<file path="src/rtl/dbus_pkg.sv">
// Shared types and constants for the data-bus arbiter.
package dbus_pkg;

  localparam int unsigned ADDR_W = 32;
  localparam int unsigned DATA_W = 32;
  localparam int unsigned BE_W   = 4;

  localparam logic M0 = 1'b0;
  localparam logic M1 = 1'b1;

  localparam logic [3:0]  DMEM_BASE  = 4'h1;
  localparam logic [19:0] TBMAN_BASE = 20'h8000F;

  typedef enum logic [1:0] {
    IDLE   = 2'd0,
    ACCESS = 2'd1,
    RESP   = 2'd2
  } state_t;

  typedef struct packed {
    logic [ADDR_W-1:0] addr;
    logic              we;
    logic [BE_W-1:0]   be;
    logic [DATA_W-1:0] wdata;
  } cmd_t;

endpackage

</file>
<file path="src/rtl/dbus_arb_pick.sv">
// Winner select for the two masters.
// DBUS_ARB_RR_EN defined: ties alternate (round-robin on the last winner).
// Undefined: fixed priority, M0 wins ties.
module dbus_arb_pick
  import dbus_pkg::*;
(
`ifdef DBUS_ARB_RR_EN
  input  logic clk,
  input  logic reset,
  input  logic grant,
`endif
  input  logic req0,
  input  logic req1,
  output logic winner_c
);

`ifdef DBUS_ARB_RR_EN
  logic last;

  // On a tie the master that did not win last time goes first
  always_comb begin
    winner_c = M0;
    if (req0 && req1) begin
      winner_c = ~last;
    end else if (req1) begin
      winner_c = M1;
    end
  end

  // Track the most recent winner; reset favours M0 on the first tie
  always_ff @(posedge clk or posedge reset) begin
    if (reset) begin
      last <= M1;
    end else if (grant) begin
      last <= winner_c;
    end
  end
`else
  // M1 only wins when M0 is not requesting
  always_comb begin
    winner_c = M0;
    if (!req0 && req1) begin
      winner_c = M1;
    end
  end
`endif

endmodule

</file>
<file path="src/rtl/dbus_arbiter.sv">
// Two-master data-bus arbiter: grant, hold command until slave ready,
// return data/error; unmapped addresses and slave timeouts give err=1.
// Optional macro DBUS_ARB_RR_EN selects round-robin arbitration.
module dbus_arbiter
  import dbus_pkg::*;
#(
  parameter int unsigned TIMEOUT = 16,
  parameter int unsigned TO_W    = 5
) (
  input  logic        clk,
  input  logic        reset,
  input  logic        m0_req,
  input  logic [31:0] m0_addr,
  input  logic        m0_we,
  input  logic [3:0]  m0_be,
  input  logic [31:0] m0_wdata,
  output logic        m0_gnt,
  output logic        m0_rvalid,
  output logic [31:0] m0_rdata,
  output logic        m0_err,
  input  logic        m1_req,
  input  logic [31:0] m1_addr,
  input  logic        m1_we,
  input  logic [3:0]  m1_be,
  input  logic [31:0] m1_wdata,
  output logic        m1_gnt,
  output logic        m1_rvalid,
  output logic [31:0] m1_rdata,
  output logic        m1_err,
  output logic        s_valid,
  output logic [31:0] s_addr,
  output logic        s_we,
  output logic [3:0]  s_be,
  output logic [31:0] s_wdata,
  input  logic        s_ready,
  input  logic [31:0] s_rdata,
  input  logic        s_cs_none
);

  state_t            state, state_d;
  cmd_t              cmd_q, cmd_d;
  logic              owner_q, owner_d;
  logic [TO_W-1:0]   cnt_q, cnt_d;
  logic [DATA_W-1:0] rdata_q, rdata_d;
  logic              err_q, err_d;
  logic              any_req_c, winner_c, grant_c;
  cmd_t              m0_cmd_c, m1_cmd_c;

  assign any_req_c = m0_req | m1_req;
  assign grant_c   = (state == IDLE) & any_req_c & ~reset;
  assign m0_cmd_c  = '{addr: m0_addr, we: m0_we, be: m0_be, wdata: m0_wdata};
  assign m1_cmd_c  = '{addr: m1_addr, we: m1_we, be: m1_be, wdata: m1_wdata};

  dbus_arb_pick u_pick (
`ifdef DBUS_ARB_RR_EN
    .clk      (clk),
    .reset    (reset),
    .grant    (grant_c),
`endif
    .req0     (m0_req),
    .req1     (m1_req),
    .winner_c (winner_c)
  );

  // State, command and response registers
  always_ff @(posedge clk or posedge reset) begin
    if (reset) begin
      state   <= IDLE;
      cmd_q   <= '0;
      owner_q <= M0;
      cnt_q   <= '0;
      rdata_q <= '0;
      err_q   <= 1'b0;
    end else begin
      state   <= state_d;
      cmd_q   <= cmd_d;
      owner_q <= owner_d;
      cnt_q   <= cnt_d;
      rdata_q <= rdata_d;
      err_q   <= err_d;
    end
  end

  // Next-state: grant in IDLE, wait for ready/unmapped/timeout in ACCESS
  always_comb begin
    state_d = state;
    cmd_d   = cmd_q;
    owner_d = owner_q;
    cnt_d   = cnt_q;
    rdata_d = rdata_q;
    err_d   = err_q;
    unique case (state)
      IDLE: begin
        if (any_req_c) begin
          cmd_d   = (winner_c == M1) ? m1_cmd_c : m0_cmd_c;
          owner_d = winner_c;
          cnt_d   = '0;
          state_d = ACCESS;
        end
      end
      ACCESS: begin
        if (s_cs_none) begin
          rdata_d = '0;
          err_d   = 1'b1;
          state_d = RESP;
        end else if (s_ready) begin
          rdata_d = cmd_q.we ? '0 : s_rdata;
          err_d   = 1'b0;
          state_d = RESP;
        end else if (cnt_q == TO_W'(TIMEOUT - 1)) begin
          rdata_d = '0;
          err_d   = 1'b1;
          state_d = RESP;
        end else begin
          cnt_d = cnt_q + TO_W'(1);
        end
      end
      RESP: begin
        state_d = IDLE;
      end
      default: begin
        state_d = IDLE;
      end
    endcase
  end

  // Grants are combinational in IDLE; the slave command comes from the latch
  assign m0_gnt  = grant_c & (winner_c == M0);
  assign m1_gnt  = grant_c & (winner_c == M1);
  assign s_valid = (state == ACCESS) & ~s_cs_none;
  assign s_addr  = cmd_q.addr;
  assign s_we    = cmd_q.we;
  assign s_be    = cmd_q.be;
  assign s_wdata = cmd_q.wdata;

  // Response goes only to the owner; the other master sees zeros
  assign m0_rvalid = (state == RESP) & (owner_q == M0);
  assign m1_rvalid = (state == RESP) & (owner_q == M1);
  assign m0_rdata  = m0_rvalid ? rdata_q : '0;
  assign m1_rdata  = m1_rvalid ? rdata_q : '0;
  assign m0_err    = m0_rvalid & err_q;
  assign m1_err    = m1_rvalid & err_q;

endmodule

</file>
<file path="config.mk">
export PLATFORM = sky130hd
export DESIGN_NAME = dbus_arbiter
export DESIGN_NICKNAME = d
export VERILOG_FILES = /design/src/rtl/dbus_pkg.sv /design/src/rtl/dbus_arb_pick.sv /design/src/rtl/dbus_arbiter.sv
export SDC_FILE = /design/constraint.sdc
export NUM_CORES = 1
export LEC_CHECK = 0
export BUFFER_PORTS_ARGS = -buffer_cell sky130_fd_sc_hd__buf_2
export CAP_MARGIN = 30
export CORE_MARGIN = 8
export CORE_UTILIZATION = 43
export DETAILED_ROUTE_END_ITERATION = 8
export PLACE_DENSITY_LB_ADDON = 0.2
export SETUP_SLACK_MARGIN = 0.15
export SYNTH_ARGS = -nofsm -noshare
export SYNTH_HDL_FRONTEND = slang
export SYNTH_SLANG_ARGS = --single-unit
</file>
<file path="constraint.sdc">
create_clock -name clk -period 3.45 [get_ports clk]
set_clock_uncertainty 0.05 [all_clocks]
set_input_delay 0.1725 -clock clk [delete_from_list [all_inputs] [get_ports clk]]
set_output_delay 0.1725 -clock clk [all_outputs]
set_load 0.02 [all_outputs]
</file>
==> run_results.csv <==
group,metric,value,unit
setup_path,cp_top_family,"simple AND/OR/NAND/NOR gates",
grt,grt_pass1_wl,26250,um
sta,fmax,420.5,MHz
sta,fin_crit,2.378,ns
layout,syn2layout_area_growth,41.78,%
cts,post_cts_resized,0,
cts,htree_levels,3,
synth,ys_types,29,
synth,netlist_area,0.004932,sq mm
placed_design,dp_slack,1.147,ns
grt,gr-total-overflow,0,
detailed_routing,antenna_left,0,
layout,fillers,1034,
detailed_routing,avgRoutedWirePerCell,17.11,um
sta,relSlewSlack,0.3132,
run_status,status,"completed",
setup_path,worst-path-max-fanout,50,
cts,cts_buffers,9,
setup_path,required,3.23,ns
setup_path,max_stage_delay,0.62,ns
detailed_routing,vias_per_cell,5.063,
cts,hold_buffers,6,
sta,tns,0,ns
synth,syn_inst,561,
synth,synth-seq-cells,110,
setup_path,path_buf_inv,1,
sta,worst_hold_slack,0.008321,ns
setup_path,cp-start-kind,"flop",
detailed_routing,drt_first_pass_iters,4,
sta,setup_viol,0,
cts,clkLatencyLatePin,0.33,ns
floorplan,std_cell_rows,39,
layout,layout-drive-gt1-share,0.3998,
floorplan,fp.dieH,123.1,um
layout,multi_input_area,0.002023,sq mm
power_and_ir_drop,peakVddDrop,0.4366,mV
setup_path,crit_path_end_kind,"output port",
sta,hold_viol_final,0,
flow_run,maxCapViolCount,0,
synth,yosys_warnings,0,
floorplan,core,0.01132,sq mm
cts,cts_tree,"yes",
setup_path,cpMaxStageDelayCell,"nand2_2",
setup_path,worstSetupPathType,"flop to output port",
grt,track_usage,0.2195,
cts,clock-sinks,110,
floorplan,die_x,123.1,um
sta,rsz0062_at_grt,"false",
power_and_ir_drop,p_leak,3.789,nW
sta,timing.final.ws_setup,1.072,ns
floorplan,boundaryPins,316,
synth,syn_area_per_cell,8.792,sq um
placed_design,hpwl,13510,um
sta,fin_crit_sh,0.6894,
detailed_routing,finalWirelength,17320,um
floorplan,die-area,0.01515,sq mm
setup_path,path_common_cell,"nor2_1",
synth,synth_fp_nets,739,
cts,cts_root_buf,"clkbuf_16",
hold_path,hold_class,"primary input to flop",
grt,grt_pass1_vias,5234,
placed_design,placed_cells,990,
detailed_routing,drt-initial-drc-count,291,
synth,seq_area_frac_synth,0.5581,
cts,clk_pin_slew,0.07,ns
placed_design,routabilityCongestion,0.8338,
layout,register_area,0.002753,sq mm
layout,instances_no_fill,1012,
detailed_routing,remaining_drc_errors,0,
setup_path,arrival,2.16,ns
floorplan,start_util,0.4357,
power_and_ir_drop,power.density,788.7,mW/mm^2
placed_design,port_buffers,315,
cts,cts_buffer_depth,2,
detailed_routing,via_count,5124,
power_and_ir_drop,p_total,5.515,mW
sta,slew_violations,0,
sta,tightestPinTransition,1.027,ns
layout,nets,1042,
grt,antenna_found_initial,2,
setup_path,path_cells,"nor2_1, nand2_2, nor2_1, buf_2",
grt,grt_max_degree,70,
cts,cts_setup_buffers,0,
[cells by family after synthesis]
family,count (synthesis),share of synthesized area
AOI/OAI and AO/OA,78,0.09868
adders and majority gates,2,0.005073
buffers and inverters,43,0.03450
DFF,110,0.5581
and+or+nand+nor,328,0.3037
[flip-flops by register name (all words and copies together), names as in the netlist]
| signal | count |
|---|---|
| s_we | 1 |
| err_q | 1 |
| s_be | 4 |
| state | 2 |
| cnt_q | 5 |
| s_wdata | 32 |
| rdata_q | 32 |
| s_addr | 32 |
| owner_q | 1 |
[power breakdown]
part / leakage (nW) / switching [mW] / internal [mW]
Sequential: 1.31 / 0.329 / 1.81
Combinational: 2.34 / 1.60 / 0.793
Clock: 0.138 / 0.439 / 0.547
[layout make-up]
cell class	count	area share
well taps	143	0.02559
inverters	4	0.002505
multi-input cells	408	0.2893
repair buffers	331	0.2476
flip-flops and latches	110	0.3936
clock buffers	13	0.03865
clock inverters	2	0.002326
diodes	1	0.0003578
[synthesized netlist by cell type]
master    number  share of area
nor2_1       143           0.11
dfrtp_1      110           0.56
o22ai_1       69          0.088
nand2_1       68          0.052
and2_1        66          0.084
nand3_1       36          0.037
clkbuf_1      32          0.024
buf_2          6         0.0061
nor3b_1        4         0.0061
o21ai_0        4         0.0041
inv_1          3         0.0023
and3_1         2         0.0025
ha_1           2         0.0051
a211o_1        1         0.0018
a21oi_1        1         0.0010
a31oi_1        1         0.0013
and2_4         1         0.0018
and3b_1        1         0.0018
clkbuf_2       1         0.0010
inv_2          1        0.00076
nand2b_1       1         0.0013
nand2b_4       1         0.0028
nand3b_1       1         0.0015
nor2b_1        1         0.0013
nor3_1         1         0.0010
o21a_1         1         0.0015
o31ai_1        1         0.0015
or3_1          1         0.0013
or4_1          1         0.0015
[cells in the final DEF, fill, tap and decap left out, types with 2 or more instances in the layout]
cell and count:
clkbuf_16 9, nand2_1 67, nor3b_2 2, and2_1 66
nand3_1 36, nor3b_1 2, inv_1 2, clkbuf_8 3
nor2_1 143, buf_4 9, o21ai_0 4, ha_1 2
buf_2 315, dlygate4sd3_1 6, and3_1 2, dfrtp_1 110
o22ai_1 69
[per-stage QoR]
step / utilization / cell area [sq um]
4_1_cts: 0.6175 / 6990
3_3_place_gp: 0.5844 / 6616
2_1_floorplan: - / 4932
6_report: 0.6177 / 6993
5_1_grt: 0.6177 / 6993
3_5_place_dp: 0.5869 / 6644
[per-layer routing]
layer | GRT usage | vias up | part of all wire
li1 | - | 2466 | -
met1 | 0.2393 | 2427 | 0.36
met2 | 0.3921 | 206 | 0.51
met3 | 0.07626 | 23 | 0.11
met4 | 0.07148 | 2 | 0.019
met5 | 0 | - | 0.00075
[worst reg2reg max path, stage by stage, from the launching register on]
cell and delay, ns:
dfrtp_1 0.42, ha_1 0.24, and3_1 0.19, ha_1 0.19, nor3_1 0.13, nand2b_1 0.12, buf_4 0.32, inv_2 0.32
nand3_1 0.19, nand2_1 0.07
[final timing paths]
kind                            slack, ns  depth (start not counted)          end         from
worst max-delay path                 1.07                          4       m0_gnt     state[0]
worst min-delay path                0.008                          3  rdata_q[11]  s_rdata[11]
worst min register to register       0.42                          2  rdata_q[17]  rdata_q[17]
max in group asynchronous            2.01                          5  s_wdata[25]        reset
worst max register to register       1.10                          9  rdata_q[22]     cnt_q[0]
min in group asynchronous            0.38                          3   s_addr[23]        reset
No activity file was read; power rests on OpenSTA's default activity.
